$ cat src/rtl/pri_pkg.sv
// Shared definitions for the priority-encoder link: default code width, FSM states, one-hot helper.
package pri_pkg;

   localparam int unsigned CW_DEF = 3;
   localparam int unsigned N_DEF  = 2**CW_DEF;

   typedef enum logic [1:0] {
      IDLE  = 2'd0,
      DRIVE = 2'd1,
      GAP   = 2'd2
   } state_t;

   function automatic logic [N_DEF-1:0] onehot(input logic [CW_DEF-1:0] c);
      onehot = N_DEF'(1) << c;
   endfunction

endpackage

$ cat src/rtl/pri_deco_fifo.sv
// Synchronous FIFO of encoded indices with occupancy, full and empty flags.
module pri_deco_fifo #(
   parameter int unsigned DEPTH = 4,
   parameter int unsigned CW    = 3
) (
   input  logic                       clk,
   input  logic                       rst,
   input  logic                       push,
   input  logic [CW-1:0]              din,
   input  logic                       pop,
   output logic [CW-1:0]              dout,
   output logic [$clog2(DEPTH):0]     level,
   output logic                       full,
   output logic                       empty
);

   localparam int unsigned AW = $clog2(DEPTH);
   localparam int unsigned LW = AW + 1;

   logic [CW-1:0] mem [DEPTH];
   logic [AW-1:0] wr_ptr;
   logic [AW-1:0] rd_ptr;
   logic          do_push;
   logic          do_pop;

   assign full    = (level == LW'(DEPTH));
   assign empty   = (level == '0);
   assign do_push = push && !full;
   assign do_pop  = pop && !empty;
   assign dout    = mem[rd_ptr];

   // Pointers wrap naturally since DEPTH is a power of two.
   always_ff @(posedge clk) begin
      if (rst) begin
         wr_ptr <= '0;
         rd_ptr <= '0;
         level  <= '0;
      end else begin
         if (do_push) wr_ptr <= wr_ptr + AW'(1);
         if (do_pop)  rd_ptr <= rd_ptr + AW'(1);
         case ({do_push, do_pop})
            2'b10:   level <= level + LW'(1);
            2'b01:   level <= level - LW'(1);
            default: level <= level;
         endcase
      end
   end

   always_ff @(posedge clk) begin
      if (do_push) mem[wr_ptr] <= din;
   end

endmodule

$ cat src/rtl/pri_deco_stream.sv
// Buffered 3-to-8 decoder replaying queued indices as timed one-hot pulses.
// Optional dropped-code counter enabled by defining PRI_DECO_DROP_CNT_EN.
module pri_deco_stream
   import pri_pkg::*;
#(
   parameter int unsigned CW        = CW_DEF,
   parameter int unsigned DEPTH     = 4,
   parameter int unsigned PULSE_LEN = 1,
   parameter int unsigned GAP_LEN   = 0
) (
   input  logic                       clk,
   input  logic                       rst,
   input  logic                       en,
   input  logic [CW-1:0]              code,
   input  logic                       code_v,
   output logic                       in_ready,
   output logic [(2**CW)-1:0]         y,
   output logic                       y_v,
   output logic [CW-1:0]              idx,
   output logic                       busy,
   output logic [$clog2(DEPTH):0]     level
`ifdef PRI_DECO_DROP_CNT_EN
   ,
   output logic [7:0]                 drop_cnt
`endif
);

   localparam int unsigned N       = 2**CW;
   localparam int unsigned CNT_MAX = (PULSE_LEN > GAP_LEN) ? PULSE_LEN : GAP_LEN;
   localparam int unsigned CNTW    = (CNT_MAX > 1) ? $clog2(CNT_MAX) : 1;

   state_t          state_q;
   state_t          state_d;
   logic [CNTW-1:0] cnt_q;
   logic [CNTW-1:0] cnt_d;
   logic [N-1:0]    y_d;
   logic            y_v_d;
   logic [CW-1:0]   idx_d;
   logic            pop;
   logic            push;
   logic            start;
   logic            finish;
   logic [CW-1:0]   head;
   logic [N-1:0]    head_oh;
   logic            full;
   logic            empty;

   assign in_ready = en && !full;
   assign push     = code_v && in_ready;
   assign busy     = (state_q != IDLE) || !empty;

   generate
      if (CW == CW_DEF) begin : g_oh_pkg
         assign head_oh = onehot(head);
      end else begin : g_oh_shift
         assign head_oh = N'(1) << head;
      end
   endgenerate

   pri_deco_fifo #(
      .DEPTH (DEPTH),
      .CW    (CW)
   ) u_fifo (
      .clk   (clk),
      .rst   (rst),
      .push  (push),
      .din   (code),
      .pop   (pop),
      .dout  (head),
      .level (level),
      .full  (full),
      .empty (empty)
   );

   // Next-state and next-output logic; a finished pulse/gap either reloads or idles.
   always_comb begin
      state_d = state_q;
      cnt_d   = cnt_q;
      y_d     = y;
      y_v_d   = y_v;
      idx_d   = idx;
      pop     = 1'b0;
      start   = 1'b0;
      finish  = 1'b0;

      case (state_q)
         IDLE: begin
            y_d   = '0;
            y_v_d = 1'b0;
            start = en && !empty;
         end
         DRIVE: begin
            if (cnt_q == '0) begin
               if (GAP_LEN > 0) begin
                  y_d     = '0;
                  y_v_d   = 1'b0;
                  cnt_d   = CNTW'(GAP_LEN - 1);
                  state_d = GAP;
               end else begin
                  finish = 1'b1;
               end
            end else begin
               cnt_d = cnt_q - CNTW'(1);
            end
         end
         GAP: begin
            if (cnt_q == '0) finish = 1'b1;
            else             cnt_d  = cnt_q - CNTW'(1);
         end
         default: begin
            state_d = IDLE;
         end
      endcase

      if (finish) begin
         start = en && !empty;
         if (!start) begin
            y_d     = '0;
            y_v_d   = 1'b0;
            state_d = IDLE;
         end
      end

      if (start) begin
         pop     = 1'b1;
         y_d     = head_oh;
         y_v_d   = 1'b1;
         idx_d   = head;
         cnt_d   = CNTW'(PULSE_LEN - 1);
         state_d = DRIVE;
      end
   end

   always_ff @(posedge clk) begin
      if (rst) begin
         state_q <= IDLE;
         cnt_q   <= '0;
         y       <= '0;
         y_v     <= 1'b0;
         idx     <= '0;
      end else begin
         state_q <= state_d;
         cnt_q   <= cnt_d;
         y       <= y_d;
         y_v     <= y_v_d;
         idx     <= idx_d;
      end
   end

`ifdef PRI_DECO_DROP_CNT_EN
   // Saturating count of codes offered while the queue could not accept them.
   always_ff @(posedge clk) begin
      if (rst) begin
         drop_cnt <= '0;
      end else if (code_v && !in_ready && (drop_cnt != 8'hFF)) begin
         drop_cnt <= drop_cnt + 8'd1;
      end
   end
`endif

endmodule

$ cat config.mk
export PLATFORM = sky130hd
export DESIGN_NAME = pri_deco_stream
export DESIGN_NICKNAME = d
export VERILOG_FILES = /design/src/rtl/pri_pkg.sv /design/src/rtl/pri_deco_fifo.sv /design/src/rtl/pri_deco_stream.sv
export SDC_FILE = /design/constraint.sdc
export NUM_CORES = 1
export LEC_CHECK = 0
export ABC_CLOCK_PERIOD_IN_PS = 2750
export CAP_MARGIN = 0
export CORE_UTILIZATION = 61
export DETAILED_ROUTE_END_ITERATION = 16
export DONT_BUFFER_PORTS = 1
export PLACE_DENSITY = 0.84
export SETUP_SLACK_MARGIN = 0.5
export SYNTH_ARGS = -nofsm -noshare
export SYNTH_HDL_FRONTEND = slang
export SYNTH_SLANG_ARGS = --single-unit
$ cat constraint.sdc
create_clock -name clk -period 2.75 [get_ports clk]
set_input_delay 0.55 -clock clk [delete_from_list [all_inputs] [get_ports clk]]
set_output_delay 0.55 -clock clk [all_outputs]
set_load 0.01 [all_outputs]
==> results of run 1 <==
==> through the flow <==
step / area [um^2] / setup slack (ns) / hold WS [ns]
floorplan: 1520 / 0.503 / 0.453
global placement: 1530 / 0.440 / 0.464
detailed placement: 1530 / 0.374 / 0.477
CTS: 1640 / 0.500 / 0.257
global route: 1700 / 0.396 / 0.248
finish: 1700 / 0.511 / 0.263
==> sequential cells by signal, summed over array words and instances (netlist names), named ones only <==
register / flops
state_q: 2
y_v: 1
u_fifo.mem: 12
u_fifo.rd_ptr: 2
idx: 3
y: 8
u_fifo.level: 3
u_fifo.wr_ptr: 2
==> worst max-delay path: stages (launching register included) <==
cell and delay (ns):
dfxtp_4 0.41, or3b_4 0.39, and3_4 0.16, inv_2 0.06, ha_4 0.12, inv_2 0.04
fa_2 0.35, xor2_1 0.18, or3_1 0.36, a21oi_2 0.11
==> synth_stat cells (all sizes together), types with 3 or more instances <==
| library cell | n |
|---|---|
| nand2 | 5 |
| mux4 | 3 |
| nor2 | 6 |
| inv | 12 |
| nand2b | 3 |
| edfxtp | 12 |
| dfxtp | 23 |
| o21ai | 5 |
| o2bb2ai | 4 |
| a32o | 4 |
| nand3 | 4 |
| a21oi | 13 |
| ha | 8 |
| and2 | 5 |
==> logic make-up (layout without fill, tap and decap cells) <==
kind of cell / Yosys count / in the layout / synth area share (%)
flops: 35 / 35 / 54.8
simple gates: 34 / 34 / 13.4
compound gates: 31 / 31 / 14.4
buf+inv: 15 / 28 / 3.84
fa+ha+maj: 9 / 9 / 8.01
mux: 3 / 3 / 4.51
xor+xnor: 2 / 2 / 1.17
==> power groups by stage <==
stage,Sequential (mW),Clock [mW],Combinational [mW]
after floorplan,0.678,0,0.314
after global placement,0.691,0,0.344
after detailed placement,0.695,0,0.357
after CTS,0.685,0.314,0.398
after global routing,0.694,0.337,0.526
final,0.683,0.308,0.472
==> layer usage <==
layer / track usage (%) / vias up
li1: - / 495
met1: 23.3 / 480
met2: 34.2 / 36
met3: 8.77 / 8
met4: 10.8 / 0
met5: 0 / -
==> how the worst max path moves through the flow <==
stage	endpoint	slack [ns]	cells after the start
4_1_cts	u_fifo.level[2]$_SDFFE_PP0P_	0.50	9
5_1_grt	u_fifo.level[2]$_SDFFE_PP0P_	0.40	11
6_report	u_fifo.level[2]$_SDFFE_PP0P_	0.51	9
3_5_place_dp	u_fifo.level[2]$_SDFFE_PP0P_	0.37	11
2_1_floorplan	u_fifo.level[2]$_SDFFE_PP0P_	0.50	9
3_3_place_gp	u_fifo.level[2]$_SDFFE_PP0P_	0.44	9
==> cell type report <==
class                           instances  area [um^2]  share of cell area [%]
Timing Repair Buffer                    8         60.1                    3.53
Inverter                               12         45.0                    2.65
Sequential cell                        35          830                    48.7
Multi-Input combinational cell         79          664                    39.0
Clock buffer                            8         68.8                    4.04
Tap cell                               28         35.0                    2.06
==> what timing repair did <==
item | in CTS | in global routing
gates cloned | 0 | 0
endpoints found under the setup margin | 2 | 1
resized for setup | 7 | 6
pin swaps | 1 | 7
buffers inserted | 2 | 6
hold buffers | 0 | 0
==> metrics.cfg, run 1 <==
[outcome]
status=finished, final reports clean

[global_routing]
antenna_found_initial=0
globalRouteTotalUtil_pct=21.0
grt_pass1_wl_um=3920
gr-total-overflow=0
grt_pass1_vias=918
grt_max_degree=18

[detailed_routing]
drc=0
post_drt_via_cell_ratio=5.99
via_count=1019
wl_met2_um=1360
routed-wl-met3_um=156
wl_met1_um=1070
totalWireLength_um=2640
wl_per_cell_um=15.6
drt_iter0_markers=31
drtPass1Iterations=4
ant_nets=0
highest_layer=met4

[power]
p_seq_share_pct=46.7
internal_power_mw=0.974
finalPower_mw=1.46
p_per_area_mw_per_mm2=859
sw_frac_of_total_pct=33.5
switchingPower_mw=0.490
pwr-share-clk_pct=21.1
power.leakage_nw=0.616
peakVddDrop_mv=0.703
combPwrFrac_pct=32.3

[timing]
setup_viol=0
tns_ns=0
period_share_pct=81.4
fin_worst_skew_ns=0.0101
min_period_ns=2.24
hold_violations=0
slew_viol_final=0
max_freq_mhz=447
rsz0062_at_grt=true
worstMarginPinSlew_ns=0.594
slew_headroom_pct=60.2

[layout]
layout_common_cells=dfxtp_1, a21oi_1, edfxtp_1, inv_1, buf_4
nets=157
final_util_pct=75.5
final_cells=170
antennaDiodeCount=0
nFillCells=163
final_common_cell=dfxtp_1
area.growth.synth_to_final_pct=13.6
drive_gt1_share_pct=28.9

[yosys]
synth_nets=145
ys_ff_latch=35
postSynthAreaPerCell_um2=11.6
synth_seq_area_share_pct=54.8
yosysWarnings=0
netlist.area_leader.share_pct=30.7
syn_area_mm2=0.00150
synth_edf_count=12
yosysTopAreaCell=dfxtp_1
ys_async_sr_fraction_pct=0
synthTopCellsByArea=dfxtp_1, edfxtp_1, ha_1, mux4_2, a21oi_1
ys_types=34
synth_flop_cell=dfxtp_1
syn_inst=129

[setup_path]
reg2reg_slack_ns=0.51
worstPathMaxFanout=7
critical_path_required_ns=3.02
regToRegStartpoint=u_fifo.level[2]$_SDFFE_PP0P_
crit_start=u_fifo.level[2]$_SDFFE_PP0P_
arrival_ns=2.51
ff2ff_path_depth=9
r2r-end=u_fifo.level[2]$_SDFFE_PP0P_
critPathKind=reg -> reg
cp-end-kind=register
worstSetupStartpointType=register

[cts]
clk_latency_ns=0.33
clkSinkCount=35
ctsHtreeMaxLevel=2
clk_pin_slew_ns=0.10
root_buffer=clkbuf_4
clockBufferDepth=2
cts_tree=done
cts_made_buffers=5

[floorplanning]
die_h_um=51.6
start_util_pct=66.5
io_pins=24
core_region_area_mm2=0.00225
fp.dieW_um=51.6
rows=17
dieArea_mm2=0.00266

[placed_design]
gp_congestion=0.709
dp_cells=154
io_buffers=0
dpl.hpwl_um=1780

[hold_path]
hold_end=u_fifo.level[2]$_SDFFE_PP0P_
hold-path-cell-count=1
hp-start=rst
hp-class=in -> reg

[run]
drv_cap=0

Note: power is estimated with default switching activity, not from simulation.
==> inputs of run 2 (changes only) <==
--- a/config.mk
+++ b/config.mk
@@ -5,7 +5,7 @@
 export SDC_FILE = /design/constraint.sdc
 export NUM_CORES = 1
 export LEC_CHECK = 0
-export ABC_CLOCK_PERIOD_IN_PS = 2750
+export ABC_CLOCK_PERIOD_IN_PS = 2200
 export CAP_MARGIN = 0
 export CORE_UTILIZATION = 61
 export DETAILED_ROUTE_END_ITERATION = 16
==> constraint.sdc (replaced) <==
create_clock -name clk -period 2.2 [get_ports clk]
set_input_delay 0.44 -clock clk [delete_from_list [all_inputs] [get_ports clk]]
set_output_delay 0.44 -clock clk [all_outputs]
set_load 0.01 [all_outputs]
==> metrics.cfg, run 2 (synthesized netlist as in run 1, its figures left out) <==
[placed_design]
gp_congestion=0.723  ; +2.0%
placed_cell_area_mm2=0.00160  ; +4.6%
io_buffers=0  ; unchanged
dpl.hpwl_um=1930  ; +8.7%
dp_cells=158  ; +2.6%

[cts]
ctsHtreeMaxLevel=2  ; unchanged
root_buffer=clkbuf_4
clkSinkCount=35  ; unchanged
cts_tree=done
clk_pin_slew_ns=0.11  ; about the same
cts.hold.buffers_added=0  ; unchanged
clk_latency_ns=0.33  ; about the same
clockBufferDepth=2  ; unchanged
cts_made_buffers=5  ; unchanged

[layout]
area.growth.synth_to_final_pct=16.4
largest_register_ffs=12  ; unchanged
layout_common_cells=dfxtp_1, a21oi_1, edfxtp_1, buf_4, inv_1
nets=160  ; +1.9%
final_common_cell=dfxtp_1
top_regs=u_fifo.mem: 12 flops, y: 8 flops
antennaDiodeCount=0  ; unchanged
top_register=u_fifo.mem
drive_gt1_share_pct=33.8  ; +4.9 points
final_cells=173  ; +1.8%
design_area_mm2=0.00175  ; +2.5%

[global_routing]
grt_pass1_wl_um=4250  ; +8.4%
globalRouteTotalUtil_pct=22.7  ; +1.7 points
grt_max_degree=18  ; unchanged
antenna_found_initial=0  ; unchanged
grt_pass1_vias=996  ; +8.5%
gr-total-overflow=0  ; unchanged

[floorplanning]
start_util_pct=66.5  ; unchanged
rows=17  ; unchanged
dieArea_mm2=0.00266  ; unchanged
fp.dieW_um=51.6  ; unchanged
core_region_area_mm2=0.00225  ; unchanged
die_h_um=51.6  ; unchanged
io_pins=24  ; unchanged

[setup_path]
crit_start=u_fifo.level[2]$_SDFFE_PP0P_
worstSetupStartpointType=register
regToRegStartpoint=u_fifo.level[2]$_SDFFE_PP0P_
cp-end-kind=register
critPathKind=reg -> reg
crit_path_cell_trace=or3b_4 -> and3_4 -> inv_2 -> ha_4 -> inv_2 -> fa_2 -> xor2_2 -> or3_1 -> a21oi_1
path_common_cell=inv_2
path_buf_inv=2  ; unchanged
critPathSlowestCell=dfxtp_4
critical-path-max-stage-delay_ns=0.38  ; -0.03 ns
arrival_ns=2.38  ; -0.13 ns
worstPathMaxFanout=3  ; -4
critical_path_required_ns=2.45  ; -0.57 ns
cp_top_family=simple AND/OR/NAND/NOR gates

[detailed_routing]
drt_iter0_markers=27  ; -13%
drc=0  ; unchanged
ant_nets=0  ; unchanged
drtPass1Iterations=6  ; +2
totalWireLength_um=2780  ; +5.1%
wl_per_cell_um=16.1  ; +3.3%
via_count=1048  ; +2.8%
post_drt_via_cell_ratio=6.06  ; +1.1%

[power]
p_per_area_mw_per_mm2=1080  ; +26%
power.leakage_nw=0.640  ; +3.8%
peakVddDrop_mv=0.711  ; +1.1%

[timing]
slew_viol_final=0  ; unchanged
worstMarginPinSlew_ns=0.568  ; -0.0259 ns
rsz0062_at_grt=true
setup_viol=0  ; unchanged
min_period_ns=2.13  ; -0.106 ns
max_freq_mhz=469  ; +5.0%
period_share_pct=97.0  ; +16 points
fin_worst_skew_ns=0.0164  ; +0.00629 ns
slew_headroom_pct=62.0  ; +1.8 points
hold_violations=0  ; unchanged

[outcome]
status=finished, final reports clean

[run]
drv_cap=0  ; unchanged

[hold_path]
hp-class=in -> reg
hp-start=rst

## run 2: through the flow
| stage | utilization, % | power [mW] | setup TNS, ns | hold slack [ns] | setup WS [ns] |
|---|---|---|---|---|---|
| floorplan | - | 1.29 | 0 | 0.453 | 0.0784 |
| detailed placement | 71.0 | 1.42 | 0 | 0.491 | 0.0175 |
| finish | 77.4 | 1.89 | 0 | 0.157 | 0.0669 |
| global route | 77.4 | 2.01 | -0.00813 | 0.120 | -0.00813 |
| global placement | 71.0 | 1.39 | 0 | 0.459 | 0.0538 |
| CTS | 76.0 | 1.84 | 0 | 0.149 | 0.0478 |
## run 2: power breakdown
part | total, mW | switching, mW | internal (mW)
registers | 0.821 | 0.0669 | 0.754
logic | 0.687 | 0.378 | 0.310
clock network | 0.381 | 0.193 | 0.188
## run 2: metal layers
| layer | part of all wire (%) | global-route usage, % |
|---|---|---|
| met5 | 0 | 0 |
| met4 | 1.0 | 8.56 |
| met3 | 6.1 | 10.5 |
| met2 | 52 | 38.7 |
| met1 | 40 | 24.3 |
## run 2: area by class of cell
class                           instances  area [um^2]
Sequential cell                        35          830
Tap cell                               28         35.0
Timing Repair Buffer                   11         86.3
Fill cell                             141          509
Inverter                               12         45.0
Multi-Input combinational cell         79          681
Clock buffer                            8         68.8
## run 2: timing repair
| item | CTS | global route |
|---|---|---|
| setup buffers | 4 | 3 |
| gates cloned | 0 | 0 |
| setup endpoints to repair | 3 | 11 |
| pin swaps | 5 | 5 |
| resized for setup | 3 | 3 |
| endpoints found under the hold margin | 0 | 0 |
## run 2: final timing paths
kind / to / slack, ns / depth (start not counted)
max: u_fifo.level[2]$_SDFFE_PP0P_ / 0.07 / 9
min: u_fifo.level[1]$_SDFFE_PP0P_ / 0.16 / 1
max reg2reg: u_fifo.level[2]$_SDFFE_PP0P_ / 0.07 / 9
min reg2reg: y_v$_SDFF_PP0_ / 0.51 / 2
==> inputs of run 3 (changes only) <==
--- a/config.mk
+++ b/config.mk
@@ -7,10 +7,10 @@
 export LEC_CHECK = 0
 export ABC_CLOCK_PERIOD_IN_PS = 2200
 export CAP_MARGIN = 0
-export CORE_UTILIZATION = 61
+export CORE_UTILIZATION = 50
 export DETAILED_ROUTE_END_ITERATION = 16
 export DONT_BUFFER_PORTS = 1
-export PLACE_DENSITY = 0.84
+export PLACE_DENSITY = 0.72
 export SETUP_SLACK_MARGIN = 0.5
 export SYNTH_ARGS = -nofsm -noshare
 export SYNTH_HDL_FRONTEND = slang
==> metrics.cfg, run 3 (synthesized netlist as in run 1, its figures left out) <==
[setup_path]
crit_start=u_fifo.level[2]$_SDFFE_PP0P_
critPathKind=reg -> reg
worstSetupStartpointType=register
critical_path_required_ns=2.46  ; about the same
worstPathMaxFanout=3  ; unchanged
arrival_ns=2.40  ; +0.02 ns
reg2reg_slack_ns=0.06  ; about the same
cp-end-kind=register
regToRegStartpoint=u_fifo.level[2]$_SDFFE_PP0P_

[placed_design]
dpl_worst_slack_ns=0.0215  ; +0.00394 ns
dpl.hpwl_um=1880  ; -2.8%
dp_cells=161  ; +1.9%
gp_congestion=0.711  ; -1.7%
io_buffers=0  ; unchanged
placed_cell_area_mm2=0.00160  ; +0.23%

[power]
pwr-share-clk_pct=20.9  ; +0.7 points
p_per_area_mw_per_mm2=1070  ; -0.99%
switchingPower_mw=0.618  ; -3.2%
combPwrFrac_pct=34.9  ; -1.5 points
power.leakage_nw=0.628  ; -1.8%
peakVddDrop_mv=0.550  ; -23%
finalPower_mw=1.86  ; -1.8%
internal_power_mw=1.24  ; -1.2%
p_seq_share_pct=44.2  ; +0.7 points
sw_frac_of_total_pct=33.3  ; -0.46 points

[timing]
tns_ns=0  ; unchanged
worstMarginPinSlew_ns=0.557  ; -0.0111 ns
slew_viol_final=0  ; unchanged
min_period_ns=2.14  ; +0.00505 ns
hold_violations=0  ; unchanged
setup_viol=0  ; unchanged
fin_worst_skew_ns=0.0131  ; -0.00325 ns
slew_headroom_pct=62.7  ; +0.65 points
rsz0062_at_grt=true
whs_ns=0.157  ; -0.000132 ns
max_freq_mhz=468  ; -0.24%
period_share_pct=97.2  ; +0.23 points
setup_ws_ns=0.0618  ; -0.00505 ns

[global_routing]
grt_pass1_wl_um=4380  ; +3.1%
grt_pass1_vias=1018  ; +2.2%
globalRouteTotalUtil_pct=18.3  ; -4.4 points
antenna_found_initial=0  ; unchanged
gr-total-overflow=0  ; unchanged
grt_max_degree=18  ; unchanged

[detailed_routing]
drc=6  ; +6
totalWireLength_um=2550  ; -8.3%
wl_met2_um=1320  ; -9.5%
wl_met1_um=1050  ; -6.7%
via_count=1004  ; -4.2%
highest_layer=met4
drtPass1Iterations=10  ; +4
ant_nets=0  ; unchanged
routed-wl-met3_um=162  ; -4.7%
post_drt_via_cell_ratio=5.77  ; -4.7%
wl_per_cell_um=14.6  ; -8.8%
drt_iter0_markers=28  ; +3.7%

[layout]
drive_gt1_share_pct=32.9  ; -0.93 points
nets=158  ; -1.3%
layout_common_cells=dfxtp_1, a21oi_1, edfxtp_1, buf_4, inv_1
final_common_cell=dfxtp_1
top_regs=u_fifo.mem: 12 flops, y: 8 flops
area.growth.synth_to_final_pct=15.4
final_cells=174  ; +0.58%
final_util_pct=61.7  ; -16 points
largest_register_ffs=12  ; unchanged
design_area_mm2=0.00173  ; -0.86%
antennaDiodeCount=0  ; unchanged
nFillCells=235  ; +67%
top_register=u_fifo.mem

[floorplanning]
die_h_um=56.8  ; +10%
start_util_pct=53.4  ; -13 points
io_pins=24  ; unchanged
dieArea_mm2=0.00322  ; +21%
rows=19  ; +2
core_region_area_mm2=0.00281  ; +24%
fp.dieW_um=56.8  ; +10%

[cts]
cts_tree=done
cts.hold.buffers_added=0  ; unchanged
clk_pin_slew_ns=0.10  ; about the same
cts_made_buffers=5  ; unchanged
root_buffer=clkbuf_4
clockBufferDepth=2  ; unchanged
clkSinkCount=35  ; unchanged
clk_latency_ns=0.33  ; about the same
ctsHtreeMaxLevel=2  ; unchanged

[outcome]
violations=DRC
status=finished with violations

[run]
drv_cap=0  ; unchanged

[hold_path]
hp-start=rst
hp-class=in -> reg

==> run 3: cell count changes in the layout (fill, tap and decap cells not counted) <==
| cell | change |
|---|---|
| buf_4 | -1 |
| buf_6 | -1 |
==> run 3: area by class of cell <==
| type | count | area (um^2) | share of cell area, % |
|---|---|---|---|
| Timing Repair Buffer | 9 | 67.6 | 3.90 |
| Inverter | 12 | 45.0 | 2.60 |
| Multi-Input combinational cell | 79 | 681 | 39.3 |
| Tap cell | 31 | 38.8 | 2.24 |
| Sequential cell | 35 | 830 | 47.9 |
| Clock buffer | 8 | 68.8 | 3.98 |
==> run 3: repair_timing <==
action	CTS	global route
pin swaps	6	8
resized for setup	2	3
buffers inserted	4	1
endpoints found under the setup margin	3	12
==> run 3: path summary, 6_finish.rpt <==
check | end | cells past startpoint
min | u_fifo.level[2]$_SDFFE_PP0P_ | 1
max | u_fifo.level[2]$_SDFFE_PP0P_ | 9
min reg2reg | u_fifo.rd_ptr[1]$_SDFFE_PP0P_ | 2
max reg2reg | u_fifo.level[2]$_SDFFE_PP0P_ | 9
==> run 3: routing by layer <==
layer | global-route usage [%] | vias to the layer above
li1 | - | 494
met1 | 19.9 | 474
met2 | 31.0 | 32
met3 | 8.06 | 4
met4 | 7.67 | 0
met5 | 0 | -
==> run 3: power groups by stage <==
stage	sequential (mW)	clock [mW]	combinational, mW
floorplan	0.850	0	0.438
global placement	0.832	0	0.549
detailed placement	0.839	0	0.574
CTS	0.823	0.403	0.615
global route	0.833	0.422	0.730
finish	0.821	0.388	0.647
==> run 3: critical path, stage by stage, from the launching register on <==
cell,delay [ns]
dfxtp_4,0.38
or3b_4,0.38
and3_4,0.16
inv_2,0.06
ha_4,0.13
inv_2,0.04
fa_2,0.36
xor2_2,0.16
or3_1,0.30
a21oi_1,0.12
